File: src/rtl/fm0_pkg.sv
// Shared types, CRC constants and helpers for the FM0 frame decoder.
package fm0_pkg;

  typedef enum logic [1:0] {
    ST_IDLE,
    ST_FIRST,
    ST_SECOND
  } state_t;

  localparam logic [15:0] CRC_POLY    = 16'h1021;
  localparam logic [15:0] CRC_PRESET  = 16'hFFFF;
  localparam logic [15:0] CRC_RESIDUE = 16'h1D0F;

  function automatic int sps_of_bank(input int base, input int step, input int bank);
    return base + bank * step;
  endfunction

  // One MSB-first shift of the Gen2 CRC-16 register.
  function automatic logic [15:0] crc16_step(input logic [15:0] crc, input logic din);
    logic fb;
    fb = crc[15] ^ din;
    return {crc[14:0], 1'b0} ^ (fb ? CRC_POLY : 16'h0000);
  endfunction

endpackage

File: src/rtl/crc16_serial.sv
// Bit-serial CRC-16 (poly 0x1021), preset on init, one shift per enabled cycle.
module crc16_serial
  import fm0_pkg::*;
(
  input  logic        clk,
  input  logic        rst,
  input  logic        init,
  input  logic        en,
  input  logic        din,
  output logic [15:0] crc
);

  always_ff @(posedge clk or negedge rst) begin
    if (!rst) begin
      crc <= CRC_PRESET;
    end else if (init) begin
      crc <= CRC_PRESET;
    end else if (en) begin
      crc <= crc16_step(crc, din);
    end
  end

endmodule

File: src/rtl/fm0_frame_decoder.sv
// FM0 half-symbol integrator and bit decoder with frame counting, CRC-16 residue
// check, boundary-violation detection and inter-sample timeout.
module fm0_frame_decoder
  import fm0_pkg::*;
#(
  parameter int BANKS      = 4,
  parameter int BANK_WIDTH = $clog2(BANKS),
  parameter int SPS_BASE   = 8,
  parameter int SPS_STEP   = 4,
  parameter int FRAME_BITS = 128,
  parameter int TIMEOUT    = 1024
) (
  input  logic                  clk,
  input  logic                  rst,
  input  logic                  in_dat,
  input  logic                  in_vld,
  input  logic [BANK_WIDTH-1:0] frequency_bank,
  input  logic                  preamble_detected,
  output logic                  bit_dat,
  output logic                  bit_vld,
  output logic                  frame_done,
  output logic                  crc_ok,
  output logic                  frame_err,
  output logic                  busy
);

  localparam int HALF_MAX = sps_of_bank(SPS_BASE, SPS_STEP, BANKS - 1) / 2;
  localparam int CNT_W    = $clog2(HALF_MAX + 1);
  localparam int BIT_W    = $clog2(FRAME_BITS + 1);
  localparam int TO_W     = $clog2(TIMEOUT + 1);

  state_t             state;
  logic [CNT_W-1:0]   half_len;
  logic [CNT_W-1:0]   sample_cnt;
  logic [CNT_W-1:0]   ones_cnt;
  logic [BIT_W-1:0]   bit_cnt;
  logic [TO_W-1:0]    idle_cnt;
  logic               first_lvl;
  logic               prev_lvl;
  logic               first_sym;
  logic [15:0]        crc;
  logic [15:0]        crc_next;

  logic               active;
  logic [CNT_W-1:0]   cnt_inc;
  logic [CNT_W-1:0]   ones_inc;
  logic               half_end;
  logic               half_lvl;
  logic               sym_bit;
  logic               boundary_bad;
  logic               timeout_hit;
  logic               abort;
  logic               emit;
  logic               last_bit;

  always_comb begin
    active       = (state != ST_IDLE);
    cnt_inc      = sample_cnt + 1'b1;
    ones_inc     = ones_cnt + CNT_W'(in_dat);
    half_end     = active && in_vld && (cnt_inc == half_len);
    // Majority vote over the half-symbol; a tie counts as low.
    half_lvl     = ({ones_inc, 1'b0} > {1'b0, half_len});
    sym_bit      = (first_lvl == half_lvl);
    boundary_bad = !first_sym && (first_lvl == prev_lvl);
    timeout_hit  = active && !in_vld && (idle_cnt == TO_W'(TIMEOUT - 1));
    abort        = timeout_hit || (half_end && (state == ST_SECOND) && boundary_bad);
    emit         = !preamble_detected && half_end && (state == ST_SECOND) && !boundary_bad;
    last_bit     = (bit_cnt == BIT_W'(FRAME_BITS - 1));
    crc_next     = crc16_step(crc, sym_bit);
  end

  crc16_serial u_crc (
    .clk  (clk),
    .rst  (rst),
    .init (preamble_detected),
    .en   (emit),
    .din  (sym_bit),
    .crc  (crc)
  );

  always_ff @(posedge clk or negedge rst) begin
    if (!rst) begin
      state      <= ST_IDLE;
      half_len   <= '0;
      sample_cnt <= '0;
      ones_cnt   <= '0;
      bit_cnt    <= '0;
      idle_cnt   <= '0;
      first_lvl  <= 1'b0;
      prev_lvl   <= 1'b0;
      first_sym  <= 1'b0;
      bit_dat    <= 1'b0;
      bit_vld    <= 1'b0;
      frame_done <= 1'b0;
      crc_ok     <= 1'b0;
      frame_err  <= 1'b0;
      busy       <= 1'b0;
    end else begin
      bit_vld    <= 1'b0;
      frame_done <= 1'b0;
      crc_ok     <= 1'b0;
      frame_err  <= 1'b0;
      // A new preamble wins over anything the current frame would do this cycle.
      if (preamble_detected) begin
        half_len   <= CNT_W'(sps_of_bank(SPS_BASE, SPS_STEP, int'(frequency_bank)) / 2);
        state      <= ST_FIRST;
        sample_cnt <= '0;
        ones_cnt   <= '0;
        bit_cnt    <= '0;
        idle_cnt   <= '0;
        prev_lvl   <= 1'b0;
        first_sym  <= 1'b1;
        busy       <= 1'b1;
      end else if (abort) begin
        frame_done <= 1'b1;
        frame_err  <= 1'b1;
        busy       <= 1'b0;
        state      <= ST_IDLE;
      end else if (active && in_vld) begin
        idle_cnt <= '0;
        if (!half_end) begin
          sample_cnt <= cnt_inc;
          ones_cnt   <= ones_inc;
        end else begin
          sample_cnt <= '0;
          ones_cnt   <= '0;
          if (state == ST_FIRST) begin
            first_lvl <= half_lvl;
            state     <= ST_SECOND;
          end else begin
            bit_vld   <= 1'b1;
            bit_dat   <= sym_bit;
            prev_lvl  <= half_lvl;
            first_sym <= 1'b0;
            bit_cnt   <= bit_cnt + 1'b1;
            if (last_bit) begin
              frame_done <= 1'b1;
              crc_ok     <= (crc_next == CRC_RESIDUE);
              busy       <= 1'b0;
              state      <= ST_IDLE;
            end else begin
              state <= ST_FIRST;
            end
          end
        end
      end else if (active) begin
        idle_cnt <= idle_cnt + 1'b1;
      end
    end
  end

endmodule

File: config.mk
export PLATFORM = sky130hd
export DESIGN_NAME = fm0_frame_decoder
export DESIGN_NICKNAME = d
export VERILOG_FILES = /design/src/rtl/fm0_pkg.sv /design/src/rtl/crc16_serial.sv /design/src/rtl/fm0_frame_decoder.sv
export SDC_FILE = /design/constraint.sdc
export NUM_CORES = 1
export LEC_CHECK = 0
export ABC_AREA = 1
export BUFFER_PORTS_ARGS = -buffer_cell sky130_fd_sc_hd__buf_2
export CELL_PAD_IN_SITES_DETAIL_PLACEMENT = 1
export CELL_PAD_IN_SITES_GLOBAL_PLACEMENT = 1
export CORE_MARGIN = 2
export CORE_UTILIZATION = 50
export DETAILED_ROUTE_END_ITERATION = 7
export HOLD_SLACK_MARGIN = 0.02
export PLACE_DENSITY = 0.9
export SYNTH_ARGS = -nofsm -noshare
export SYNTH_HDL_FRONTEND = slang
export SYNTH_SLANG_ARGS = --single-unit
File: constraint.sdc
create_clock -name clk -period 6.1 [get_ports clk]
set_input_delay 0.61 -clock clk [delete_from_list [all_inputs] [get_ports clk]]
set_output_delay 0.61 -clock clk [all_outputs]
set_load 0.005 [all_outputs]
# Yosys cells after proc, flatten, opt, wreduce, memory -nomap -nowiden
# Cells that the tools add are included.
# op_classes
bitwise,6
add_sub_neg,6
reduce_logical,30
n_mux,61
magnitude_cmp,1
eq_ne,11
# ops
cell,n
2-to-1 mux 11 bit,4
2-to-1 mux 8 bit,5
2-to-1 mux 1 bit,36
2-to-1 mux 16 bit,2
2-to-1 mux 4 bit,8
"== test 16 x 13 -> 1 bit, second input constant",1
XOR 16 x 13 -> 16 bit,1
2-to-1 mux 13 bit,1
nonzero test 3 bit,4
"adder 11 x 1 -> 11 bit, second input constant",1
"== test 11 x 10 -> 1 bit, second input constant",1
logical AND 1 bit,10
2-to-1 mux 2 bit,5
AND reduction 5 bit,2
adder 4 x 1 -> 4 bit,2
"adder 8 x 1 -> 8 bit, second input constant",1
"== test 8 x 7 -> 1 bit, second input constant",1
AND reduction 4 bit,2
nonzero test 2 bit,4
AND reduction 2 bit,3
"adder 4 x 4 -> 5 bit, first input constant",1
greater-than comparator 5 x 4 -> 1 bit,1
"adder 4 x 1 -> 4 bit, second input constant",1
== test 4 bit,1
10 further kinds,17
# word_totals
input_bits,7
reg_bits,58
output_inout_bits,6
elab_cells,131

# Logic depth before layout (Yosys ltp)
# Gate-level depths: netlist of run 1.
# depth
ltp_word,13
ltp_mapped,16
ltp_nobuf,16

# Modules after synthesis
# From an unflattened synthesis of run 1, not the netlist that was laid out.
# unflattened
hier_cells,396
hier_area_um2,3353.2
# by_module_without_submodules
mod,area_each_um2,cells_each,seq_area_each_um2,instances
fm0_frame_decoder,2608.8,329,1026.0,1
crc16_serial,744.5,67,420.4,1

# Worst setup path before layout of run 1
# Ideal clock, no wire load.
# synth_path
path_type,input to register
start,input in_dat
end,register crc_ok
required_ns,5.986
n_path_buf,0
setup_time_ns,0.114
path_slack_ns,3.744
cell_stages,16
t_arrival_ns,2.242
path_cell_list,ha_1 > ha_1 > ha_1 > inv_1 > o21bai_1 > nand2_1 > nand2_1 > nand2_1 > nand2_1 > nand2_1 > nand2_1 > nand2_1 > nand2_1 > nand2_1 > nand2_1 > nor2_1
# synth_between
elab_chain_cells,13
# synth_rtl
item,line,rtl
start: declaration,fm0_frame_decoder.sv:15,"input logic in_dat,"
adder 4 x 1 -> 4 bit,fm0_frame_decoder.sv:59,ones_inc = ones_cnt + CNT_W'(in_dat);
greater-than comparator 5 x 4 -> 1 bit,fm0_frame_decoder.sv:62,"half_lvl = ({ones_inc, 1'b0} > {1'b0, half_len});"
== test 1 bit,fm0_frame_decoder.sv:63,sym_bit = (first_lvl == half_lvl);
XOR 1 bit,fm0_pkg.sv:21,fb = crc[15] ^ din;
2-to-1 mux 13 bit,fm0_pkg.sv:22,"return {crc[14:0], 1'b0} ^ (fb ? CRC_POLY : 16'h0000);"
XOR 16 x 13 -> 16 bit,-,
== test 16 x 13 -> 1 bit,fm0_frame_decoder.sv:138,crc_ok <= (crc_next == CRC_RESIDUE);
2-to-1 mux 1 bit,fm0_frame_decoder.sv:136,if (last_bit) begin
2-to-1 mux 1 bit,fm0_frame_decoder.sv:127,if (state == ST_FIRST) begin
2-to-1 mux 1 bit,fm0_frame_decoder.sv:121,if (!half_end) begin
2-to-1 mux 1 bit,fm0_frame_decoder.sv:119,end else if (active && in_vld) begin
2-to-1 mux 1 bit,fm0_frame_decoder.sv:114,end else if (abort) begin
2-to-1 mux 1 bit,fm0_frame_decoder.sv:104,if (preamble_detected) begin
end signal: assignment,fm0_frame_decoder.sv:138,
end: declaration,fm0_frame_decoder.sv:22,"output logic crc_ok,"
# Every way passes these cells.
# A chain may end at the register's enable or synchronous reset.

# Worst setup path after layout of run 1
# layout_path
start,register ones_cnt[0]
end,register crc_ok
# layout_between
elab_chain_cells,13
# layout_rtl
item,line,rtl
start: declaration,fm0_frame_decoder.sv:35,logic [CNT_W-1:0] ones_cnt;
start signal: assignment,fm0_frame_decoder.sv:123,ones_cnt <= ones_inc;
adder 4 x 1 -> 4 bit,fm0_frame_decoder.sv:59,
greater-than comparator 5 x 4 -> 1 bit,fm0_frame_decoder.sv:62,
== test 1 bit,fm0_frame_decoder.sv:63,
XOR 1 bit,fm0_pkg.sv:21,
2-to-1 mux 13 bit,fm0_pkg.sv:22,
XOR 16 x 13 -> 16 bit,-,
== test 16 x 13 -> 1 bit,fm0_frame_decoder.sv:138,
2-to-1 mux 1 bit,fm0_frame_decoder.sv:136,
2-to-1 mux 1 bit,fm0_frame_decoder.sv:127,
2-to-1 mux 1 bit,fm0_frame_decoder.sv:121,
2-to-1 mux 1 bit,fm0_frame_decoder.sv:119,
2-to-1 mux 1 bit,fm0_frame_decoder.sv:114,
2-to-1 mux 1 bit,fm0_frame_decoder.sv:104,
# Every way passes these cells.

==> results.txt, run 1 <==
The start point of the critical path is ones_cnt[0]. The number of standard cells after synthesis is 412. The buffers inserted during post-CTS setup optimization came out at 0. Headroom to the max-slew limit came out at 0.4344. From left edge to right edge, the die measures 85.20 um. Summing every instance area after synthesis gives 3297 sq um. The number of buffers created by CTS is 9.

The synthesized flop and latch total is 57. The per-instance average area after synthesis is 8.002 sq um. The upper clock frequency limit is 0.3998 GHz. In the global route stage, overall resource usage came out at 0.2409. Buffers inserted to repair hold after CTS numbered 0. Across the VDD grid, the largest voltage drop is 0.1876 mV. The max-slew violation count came to 0. The net count after synthesis came out at 427. After detailed routing, the total wire length is 8208 um. The actual transition at the worst max-transition pin came out at 847.5 ps. After synthesis, the cell types taking the most area are sky130_fd_sc_hd__dfrtp_1 31%, sky130_fd_sc_hd__dfstp_2 13%, sky130_fd_sc_hd__nand2_1 11%, sky130_fd_sc_hd__nor2_1 5.9%, sky130_fd_sc_hd__nand3_1 5.6%. The number of global-route vias before repair came to 2,968. The final routed DRC violation total came out at 0. The flip-flop cell with the highest count after synthesis is sky130_fd_sc_hd__dfrtp_1. The final-stage net count is 440.

The sequential cell area fraction in the yosys report came out at 0.4387. The quantity of gates resized following cts came out at 0. The number of vias per cell is 5.655. For this design the static power due to leakage is 1.744 nW. Setup repair after global routing left no endpoint under its margin. The worst hold path belongs to the class in2async.

The required time of the worst setup path came out at 6380 ps. The count of flip-flops with a built-in enable after synthesis came out at 0. In the layout the commonest cells are 99 x sky130_fd_sc_hd__nand2_1, 52 x sky130_fd_sc_hd__nor2_1, 42 x sky130_fd_sc_hd__inv_1.

The clock latency on the worst-skew pair came out at 350 ps. The first global-routing pass estimated 13,920 um of wire. For this configuration, the core starts out at a cell density of 0.5192. The hold violation count in the final report is 0. The post-layout minimum cycle time is 2501 ps. The startpoint identified for the worst register-to-register timing path is ones_cnt[0].

The number of iterations in the first detailed-routing pass came out at 4. The share of async-settable or async-resettable flops after synthesis is 1.000. The power consumption came out at 900.2 uW. The routed layout has 2,867 vias. The kind of end point of the critical path is a flop.

The worst setup skew after layout is 5.427 ps. In the finished design, the share of the clock period the worst path needs comes to 0.4101. Of all nets on the critical path, the largest fanout is 4. The clock root buffer master is sky130_fd_sc_hd__clkbuf_8. The total number of H-tree levels is 3. The global-route congestion overflow total is 0. The count of port buffers added during placement came out at 12. The critical path in this run is classified as reg2reg. The signal arrival time at the worst endpoint is 2780 ps. The number of antenna violations at the first check in global routing came to 0. The number of synthesis warnings is 0. The initial DRC count is 76. The final setup violation count is 0. The average wire per cell in the routed design came out at 16.19 um. Power spread over the standard cell area amounts to 252.1 nW/um^2.

The HPWL after detailed placement came out at 5425 um. STA classifies the critical path startpoint as a flop. The library cell used most frequently in the layout, excluding fill and tap cells, is sky130_fd_sc_hd__nand2_1. TritonCTS built the clock tree. The number of distinct library cells after synthesis came out at 38. The TritonCTS sink count is 57.

The run finished with clean final reports. The repair_antennas step left the layout with diodes totalling 0. Entering global routing, the biggest net connects 58 pins. The sum of negative setup slack came out at 0 ps.

The remaining number of nets flagged by the antenna check after routing came out at 0. The number of placement rows came out at 29. Of all cell types, the one taking the most synthesized area is sky130_fd_sc_hd__dfrtp_1. The longest clock path from root to sink contains 2 buffers. After clock tree synthesis, the clock-pin slew on the worst setup and hold paths is 70 ps. The placeable core region is 6350 sq um. The max-capacitance violation count came out at 0. The total I/O pin count is 13. Of the post-synthesis cell area, the dominant cell type holds 0.3112.

Measured along the y axis, the die boundary spans 85.20 um. The final weighted congestion in routability-driven placement is 0.8245. The layout cell share with drive strength beyond 1 came out at 0.1605. The area growth from synthesis to layout is 8.311%.

The die covers 7259 sq um.
through the flow:
stage	instance area, sq um	std cells	setup slack (ps)	utilization	hold WS (ps)
final	3571	507	3599	0.5624	398.0
after CTS	3571	507	3592	0.5624	442.9
after floorplan	3297	412	3744	-	314.4
after detailed placement	3382	491	3316	0.5326	474.7
after global placement	3382	491	3550	0.5326	453.2
after global routing	3571	507	3387	0.5624	462.1
area by class of cell:
class,count,area [sq um]
inverter,45,173.9
fill,809,2779
sequential,57,1446
clock buffer,12,166.4
clock inverter,4,22.52
timing repair buffer,13,67.56
multi-input combinational,299,1598
tap,77,96.34
cells by family (layout without fill, tap and decap cells):
logic type / Yosys count / in the layout / share of synthesized area
flip-flops: 57 / 57 / 0.4387
AO/OA/AOI/OAI: 35 / 35 / 0.05693
buffers and inverters: 56 / 74 / 0.07666
XOR/XNOR: 10 / 10 / 0.02657
AND/OR/NAND/NOR: 246 / 246 / 0.3708
adder cells (fa/ha/maj): 8 / 8 / 0.03036
report_power, final:
group,switching [mW],internal [mW]
Clock,0.163,0.182
Sequential,0.0193,0.399
Combinational,0.0951,0.0421
state kept, by name, summed over array words and instances (netlist names):
name and cells:
half_len 3, ones_cnt 4, sample_cnt 4, prev_lvl 1, first_sym 1, u_crc.crc 16, bit_vld 1, bit_dat 1
state 2, busy 1, crc_ok 1, frame_done 1, first_lvl 1, bit_cnt 8, frame_err 1, idle_cnt 11
worst max-delay path, cell delays in order (launching register included):
cell and delay (ps):
sky130_fd_sc_hd__dfrtp_1 380, sky130_fd_sc_hd__ha_1 200, sky130_fd_sc_hd__ha_1 200, sky130_fd_sc_hd__xnor2_1 160, sky130_fd_sc_hd__inv_1 90, sky130_fd_sc_hd__ha_1 290, sky130_fd_sc_hd__nand2_1 80, sky130_fd_sc_hd__nand2_1 50
sky130_fd_sc_hd__nand2_1 110, sky130_fd_sc_hd__nand2_1 120, sky130_fd_sc_hd__nand2_1 140, sky130_fd_sc_hd__nand2_1 90, sky130_fd_sc_hd__nand2_1 140, sky130_fd_sc_hd__nand2_1 120, sky130_fd_sc_hd__nor2_1 120, sky130_fd_sc_hd__nand2_1 70
sky130_fd_sc_hd__nor2_1 80
cell usage after synthesis, types with 2 or more instances:
master / count
sky130_fd_sc_hd__nand4_1: 13
sky130_fd_sc_hd__nand2_2: 2
sky130_fd_sc_hd__o21ai_1: 9
sky130_fd_sc_hd__buf_6: 3
sky130_fd_sc_hd__o21ai_0: 16
sky130_fd_sc_hd__inv_1: 42
sky130_fd_sc_hd__buf_2: 3
sky130_fd_sc_hd__nand2_1: 99
sky130_fd_sc_hd__nor2_1: 52
sky130_fd_sc_hd__xnor2_1: 3
sky130_fd_sc_hd__nand3b_4: 2
sky130_fd_sc_hd__nand3_4: 2
sky130_fd_sc_hd__dfstp_2: 16
sky130_fd_sc_hd__a21oi_1: 5
sky130_fd_sc_hd__ha_1: 8
sky130_fd_sc_hd__or2_2: 2
sky130_fd_sc_hd__nand3_1: 37
sky130_fd_sc_hd__nor3_1: 17
sky130_fd_sc_hd__dfrtp_1: 41
sky130_fd_sc_hd__clkbuf_1: 4
sky130_fd_sc_hd__nand2_4: 6
sky130_fd_sc_hd__inv_2: 2
sky130_fd_sc_hd__xor2_1: 7
sky130_fd_sc_hd__nor3b_1: 2
sky130_fd_sc_hd__nor2_4: 2
sky130_fd_sc_hd__nor4_1: 5
worst paths after layout:
check,to,slack (ps),cells past startpoint
min in group clk,bit_dat,480,2
min reg2reg,bit_dat,480,2
max reg2reg,crc_ok,3600,16
max in group asynchronous,idle_cnt[3],5200,2
max,crc_ok,3600,16
min,sample_cnt[1],400,2
per-layer routing:
metal  part of all wire  global-route usage  up-vias  wire length [um]
met2               0.50              0.4105       56              4125
met4              0.016             0.09091        0               129
li1                   -                   -     1373                 -
met1               0.44              0.3035     1419              3642
met5                  0                   0        -                 0
met3              0.038             0.04572       19               311
Note: power is estimated with default switching activity, not from simulation.
==> run 2: changes to the inputs <==
CORE_UTILIZATION = 42   (was 50)
PLACE_DENSITY = 0.82   (was 0.9)
clock period = 2.15 ns   (was 6.1 ns; I/O delays follow)
==> run 2 against run 1 <==
Compared with the run above: the run now ends with negative setup slack left; critical path depth stayed put; sequential power grew to 2.9 times the previous value; total power rose to 3.1 times the previous value; highest routed layer unchanged; final area grew 13%; critical path type unchanged; combinational power rose to 4.4 times the previous value; clock-buffer cell count is the same; setup slack worse by 3700 ps; clock skew rose by 8.7 ps; routed wire length is 14% higher; register-to-register slack lost 3700 ps; global-route usage shrank 2.0 points; worst hold slack worse by 300 ps.
==> results.txt, run 2 (synthesis results as in run 1) <==
The signal arrival time at the worst endpoint came to 2570 ps (-210 ps). The class of the most critical hold timing path is in2reg. The TritonCTS sink count is 57 (unchanged). The cell count of the worst reg-to-reg path came to 16 (unchanged). The part of the cycle the worst path needs was 1.063 (+0.6529). The area growth from synthesis to layout came out at 22.77%. The floorplan die width is 92.60 um (+8.7%). The number of global-route vias before repair is 3,017 (+1.7%). The start-to-end type of the worst setup path is reg2reg.

The diode insertion count for antenna repair came out at 0 (unchanged). The number of placement rows came out at 32 (+10%). The startpoint of the most critical register-to-register path is ones_cnt[0].

The number of buffers created by CTS is 9 (unchanged). The setup slack of the worst register-to-register path is -140 ps (-3730 ps). The remaining number of nets flagged by the antenna check after routing came out at 0 (unchanged). TritonCTS built the clock tree.

The via count of the routed design came to 2,945 (+2.7%). The required time of the worst setup path came out at 2440 ps (-3940 ps). Along the worst hold path, the cell count comes to 3. The max-slew violation count was 0 (unchanged). The count of port buffers added during placement came out at 12 (unchanged). The largest registers in the layout are u_crc.crc (16), idle_cnt (11), bit_cnt (8). The global-route wire length before repair is 14,680 um (+5.5%). The clock latency on the worst-skew pair is 340 ps (about the same). Setup repair after global routing could not meet its margin everywhere. The relative slew slack came out at 0.5078 (+0.07336). The sequential cell area is 1448 sq um (about the same). The area used by multi-input combinational logic came out at 1848 sq um (+16%). The number of iterations in the first detailed-routing pass is 4 (unchanged). The number of cells in the finished layout apart from fillers came out at 556 (+9.7%). The kind of end point of the critical path is a flop.

The global-route usage over all layers came out at 0.2207 (-0.02021). The final routed DRC violation total was 0 (unchanged). The worst setup skew after layout is 14.11 ps (+8.684 ps). The flow ran to the end, but the final reports show violations. The post-placement cell area came out at 3531 sq um (+4.4%). The clock root buffer master is sky130_fd_sc_hd__clkbuf_8.

The number of fill cells came out at 933 (+15%). The initial DRC count came to 120 (+58%). The number of vias per cell is 5.297 (-6.3%).

The post-layout minimum cycle time came to 2285 ps (-216.1 ps). The HPWL after detailed placement is 5762 um (+6.2%). The summed area of non-filler cells in the final layout was 4048 sq um (+13%). The maximum buffer depth of the clock tree came out at 2 (unchanged). The post-CTS clock slew at the launch and capture registers of the worst setup and hold paths is 70 ps (about the same).

The total I/O pin count came to 13 (unchanged). The checks that failed: negative setup slack. The post-placement cell count is 530 (+7.9%). The final setup violation count was 5 (+5). The final-stage net count is 464 (+5.5%).

The layout cell share with drive strength beyond 1 came out at 0.2665 (+0.1061). The final worst slack is -135.3 ps (-3734 ps). The leakage power total came out at 1.879 nW (+7.7%). The number of antenna violations at the first check in global routing is 0 (unchanged). The upper clock frequency limit came out at 0.4376 GHz (+9.5%).

The hold path startpoint is frequency_bank[0]. The worst hold path terminates at half_len[1]. The total number of H-tree levels is 3 (unchanged).

The initial cell density of the core came out at 0.4311 (-0.08809). The final routed wirelength across all metal layers is 9374 um (+14%). The area enclosed by the die boundary is 8575 sq um (+18%). The global-route congestion overflow total came out at 0 (unchanged). The placeable core region is 7647 sq um (+20%).

The power density of the placed cells came to 689.4 nW/um^2 (+170%). In the layout the commonest cells are 91 x sky130_fd_sc_hd__nand2_1, 50 x sky130_fd_sc_hd__nor2_1, 40 x sky130_fd_sc_hd__inv_1, 40 x sky130_fd_sc_hd__dfrtp_1, 28 x sky130_fd_sc_hd__nand3_1. The startpoint type of the worst setup path is a flop. The average wire per cell in the routed design came out at 16.86 um (+4.1%).

The flip-flop count of the largest register after layout is 16 (unchanged). The die extent in y is 92.60 um (+8.7%). The peak fanout along the critical path came out at 3 (-1).

The max-capacitance violation count came to 0 (unchanged). The worst supply voltage drop on vdd came to 0.3251 mV (+73%). The hold violation count in the final report is 0 (unchanged).

In this run the critical register-to-register path is captured at u_crc.crc[12]. Leaving out fill and tap cells, the most frequent cell in the layout is sky130_fd_sc_hd__nand2_1. The final weighted congestion in routability-driven placement is 0.8166 (-0.96%). The actual transition at the worst max-transition pin came out at 737.5 ps (-109.9 ps). The register ranked first by flip-flop count is u_crc.crc.

The maximum number of pins on one net before global-route repair came out at 36 (-38%).
[run 2: power by group]
part	internal (mW)	switching, mW
sequential	1.13	0.0646
clock	0.516	0.469
combinational	0.241	0.368
total	1.89	0.901
[run 2: area by class of cell]
cell class | instances | area share
clock inverter | 4 | 0.006182
inverter | 45 | 0.04297
timing repair buffer | 36 | 0.06399
tap | 102 | 0.03153
multi-input combinational | 300 | 0.4566
sequential | 57 | 0.3577
clock buffer | 12 | 0.04111
[run 2: what timing repair did]
item | CTS | global route
endpoints found under the hold margin | 22 | 0
buffers inserted | 3 | 5
setup endpoints to repair | 5 | 22
hold buffers | 1 | 0
gates resized for setup | 16 | 31
cloned | 0 | 1
pin swaps | 9 | 19
[run 2: through the flow]
stage	power, mW	util	TNS, ps	worst slack, ps	hold slack, ps
5_1_grt	2.942	0.5293	-808.0	-188.8	99.24
4_1_cts	2.669	0.5011	-127.0	-51.30	75.20
3_5_place_dp	1.633	0.4617	-372.8	-191.2	248.8
6_report	2.790	0.5293	-463.4	-135.3	95.34
3_3_place_gp	1.605	0.4617	-7.943	-7.943	243.4
2_1_floorplan	1.470	-	0	49.87	-80.59
[run 2: worst max path at each step]
stage / endpoint / cells after the start / slack [ps] / start
2_1_floorplan: crc_ok / 16 / 50 / ones_cnt[0]
3_3_place_gp: crc_ok / 16 / -8 / ones_cnt[0]
3_5_place_dp: crc_ok / 16 / -190 / ones_cnt[0]
4_1_cts: crc_ok / 16 / -50 / ones_cnt[0]
5_1_grt: crc_ok / 16 / -190 / ones_cnt[0]
6_report: u_crc.crc[12] / 16 / -140 / ones_cnt[0]
[run 2: worst max-delay path, stage by stage, from the launching register on]
cell and delay (ps):
sky130_fd_sc_hd__dfrtp_1 410, sky130_fd_sc_hd__ha_4 180, sky130_fd_sc_hd__ha_4 250, sky130_fd_sc_hd__ha_4 270, sky130_fd_sc_hd__inv_2 30, sky130_fd_sc_hd__o21bai_1 140, sky130_fd_sc_hd__nand2_1 100, sky130_fd_sc_hd__nand2_2 110
sky130_fd_sc_hd__nand2_4 80, sky130_fd_sc_hd__nand2_4 90, sky130_fd_sc_hd__nand2_4 80, sky130_fd_sc_hd__nand2_4 100, sky130_fd_sc_hd__nand2_4 60, sky130_fd_sc_hd__buf_6 130, sky130_fd_sc_hd__nand3_4 50, sky130_fd_sc_hd__nand3_2 70
sky130_fd_sc_hd__nand2_1 70
[run 2: metal layers]
metal | vias up | routed length, um | global-route usage
li1 | 1416 | - | -
met1 | 1482 | 4176 | 0.2829
met2 | 34 | 4828 | 0.3656
met3 | 13 | 224 | 0.03255
met4 | 0 | 145 | 0.1070
met5 | - | 0 | 0
==> run 3: changes to the inputs <==
CAP_MARGIN = 15   (was unset)
CORE_UTILIZATION = 30   (was 42)
PLACE_DENSITY = 0.63   (was 0.82)
==> run 3 against run 2 <==
Compared with the run above: the run still ends with negative setup slack left; cell count up 6.8%; total power up 0.84%; via count down 2.5%; critical path depth down 1; flip-flop and latch count unchanged; final area up 1.3%; critical path type unchanged; largest power group unchanged; worst hold slack worse by 13 ps; die area up 38%; clock power up 4%; global-route usage down 6.3 points.
==> results.txt, run 3 (synthesis results as in run 1) <==
The total number of H-tree levels came to 3 (unchanged). The die extent in y was 108.8 um (+18%). The setup slack of the worst register-to-register path is -100 ps (+30 ps).

The number of fill cells came out at 1,278 (+37%). The final routed DRC violation total came to 0 (unchanged). The global-route wire length before repair is 14,170 um (-3.5%).

The remaining number of nets flagged by the antenna check after routing came out at 0 (unchanged). In this run the critical register-to-register path is captured at u_crc.crc[12]. The flip-flop count of the largest register after layout is 16 (unchanged). The power density of the placed cells is 686.2 nW/um^2 (-0.46%). The startpoint identified for the worst hold timing path is frequency_bank[0].

Setup repair after global routing could not meet its margin everywhere. The clock root buffer master is sky130_fd_sc_hd__clkbuf_8. The startpoint identified for the worst register-to-register timing path is ones_cnt[0]. The number of buffers created by CTS is 9 (unchanged).

The area growth from synthesis to layout is 24.36%. The final-stage net count is 464 (unchanged). The global-route usage over all layers was 0.1572 (-0.06347). The diode insertion count for antenna repair came out at 0 (unchanged). In the layout the commonest cells are 89 x sky130_fd_sc_hd__nand2_1, 50 x sky130_fd_sc_hd__nor2_1, 41 x sky130_fd_sc_hd__dfrtp_1.

The number of placement rows is 38 (+19%). The area enclosed by the die boundary came to 11,840 sq um (+38%). The number of iterations in the first detailed-routing pass came out at 5 (+1). The TritonCTS clock tree is yes.

The leakage power total is 1.890 nW (+0.59%). The count of port buffers added during placement is 12 (unchanged). The final worst slack came out at -100.6 ps (+34.80 ps). The checks that failed: negative setup slack. The power consumption is 2.814 mW (+0.84%). The peak fanout along the critical path came out at 3 (unchanged). The relative slew slack is 0.5498 (+0.04205). The upper clock frequency limit was 0.4443 GHz (+1.5%). The average wire per cell in the routed design is 14.99 um (-11%).

The clock latency on the worst-skew pair came out at 340 ps (about the same). For hold timing, the worst endpoint is half_len[1]. The final weighted congestion in routability-driven placement came out at 0.8107 (-0.72%). The via count of the routed design came out at 2,871 (-2.5%).

The post-layout minimum cycle time is 2251 ps (-34.80 ps). The most critical setup path has its startpoint at ones_cnt[0]. The sum of negative setup slack came out at -280.8 ps (+182.6 ps). The hold violation count in the final report is 0 (unchanged). The worst setup skew after layout is 7.522 ps (-6.588 ps). The max-slew violation count came to 0 (unchanged). The max-capacitance violation count is 0 (unchanged). The maximum buffer depth of the clock tree came out at 2 (unchanged). The required time of the worst setup path is 2440 ps (about the same). The post-route core utilization came to 0.3799 (-0.1494). The final routed wirelength across all metal layers was 8903 um (-5.0%). The floorplan die width came out at 108.8 um (+18%).

The final setup violation count is 4 (-1). The worst setup path is captured at a flop. The number of antenna violations at the first check in global routing came to 0 (unchanged). The layout cell share with drive strength beyond 1 came to 0.2621 (-0.004405). The setup path with the least slack is of type reg2reg.

The maximum number of pins on one net before global-route repair is 58 (+61%). The global-route congestion overflow total is 0 (unchanged). The worst hold path depth came out at 3 (unchanged). The initial DRC count was 57 (-53%). The TritonCTS sink count came to 57 (unchanged). The library cell used most frequently in the layout, excluding fill and tap cells, is sky130_fd_sc_hd__nand2_1.

The number of global-route vias before repair came to 2,947 (-2.3%). The startpoint type of the worst setup path is a flop. The total I/O pin count came out at 13 (unchanged).

More flip-flops sit in one register than any other, and that register is u_crc.crc. The actual transition at the worst max-transition pin came to 673.0 ps (-64.55 ps). The signal arrival time at the worst endpoint came out at 2540 ps (-30 ps). In the final layout, the registers with the most flip-flops are u_crc.crc (16), idle_cnt (11), bit_cnt (8). The worst supply voltage drop on vdd is 0.2722 mV (-16%).

The post-CTS clock slew at the launch and capture registers of the worst setup and hold paths is 70 ps (about the same). The initial cell density of the core came to 0.3055 (-0.1256). The cell count of the worst reg-to-reg path is 15 (-1). The part of the cycle the worst path needs came out at 1.047 (-0.01618). The placeable core region came to 10,790 sq um (+41%). The number of vias per cell is 4.833 (-8.7%). The HPWL after detailed placement is 5969 um (+3.6%). In this run the worst hold path is classified as in2reg. The flow ran to the end, but the final reports show violations.
[run 3: cell count changes in the layout (fill, tap and decap cells not counted), sizes merged]
| cell | delta |
|---|---|
| clkinvlp | -2 |
| clkbuf | +1 |
| bufinv | +1 |
[run 3: final cells by class]
type	instances	area, sq um	area share
clock buffers	13	148.9	0.03631
clock inverters	3	40.04	0.009765
inverters	45	173.9	0.04242
multi-input cells	300	1844	0.4498
flip-flops and latches	57	1446	0.3528
well taps	140	175.2	0.04272
repair buffers	36	271.5	0.06622
[run 3: layer usage]
metal / up-vias / GRT usage / part of all wire
li1: 1416 / - / -
met1: 1414 / 0.1961 / 0.46
met2: 29 / 0.2661 / 0.50
met3: 12 / 0.03766 / 0.026
met4: 0 / 0.05311 / 0.017
met5: - / 0 / 0
[run 3: critical path, cell delays in order (launching register included)]
cell	delay, ps
sky130_fd_sc_hd__dfrtp_1	410
sky130_fd_sc_hd__ha_4	190
sky130_fd_sc_hd__ha_4	160
sky130_fd_sc_hd__xnor2_2	180
sky130_fd_sc_hd__inv_2	80
sky130_fd_sc_hd__ha_4	260
sky130_fd_sc_hd__nand2_2	80
sky130_fd_sc_hd__nand2_2	80
sky130_fd_sc_hd__nand2_4	90
sky130_fd_sc_hd__nand2_4	70
sky130_fd_sc_hd__buf_4	160
sky130_fd_sc_hd__nand2_1	80
sky130_fd_sc_hd__nand3_2	90
sky130_fd_sc_hd__nand3_2	90
sky130_fd_sc_hd__nand3_2	100
sky130_fd_sc_hd__nand2_2	70
[run 3: worst max-delay path by stage]
| stage | slack [ps] | cells after the start | end |
|---|---|---|---|
| finish | -100 | 15 | u_crc.crc[12] |
| global route | -200 | 16 | crc_ok |
| CTS | -20 | 16 | u_crc.crc[5] |
| detailed placement | -200 | 16 | crc_ok |
| global placement | -60 | 16 | crc_ok |
| floorplan | 50 | 16 | crc_ok |
[run 3: per-stage QoR]
step	cells	hold slack (ps)	setup WS, ps	area, sq um
floorplan	412	-80.59	49.87	3297
global placement	570	252.1	-57.38	3606
detailed placement	570	253.8	-200.6	3606
CTS	589	70.54	-22.78	3892
global route	594	92.49	-200.9	4100
finish	594	82.31	-100.6	4100
[run 3: what timing repair did]
action                                  in CTS  in global routing
hold buffers                                 1                  0
hold endpoints to repair                    41                  0
endpoints found under the setup margin       6                 30
buffers inserted                             2                  4
resized for setup                           14                 31
gates cloned                                 0                  1
pin swaps                                    6                 19
[run 3: report_power, final]
| part | internal (mW) | switching (mW) |
|---|---|---|
| Combinational | 0.245 | 0.358 |
| Clock | 0.565 | 0.456 |
| Sequential | 1.13 | 0.0576 |
| Total | 1.94 | 0.872 |
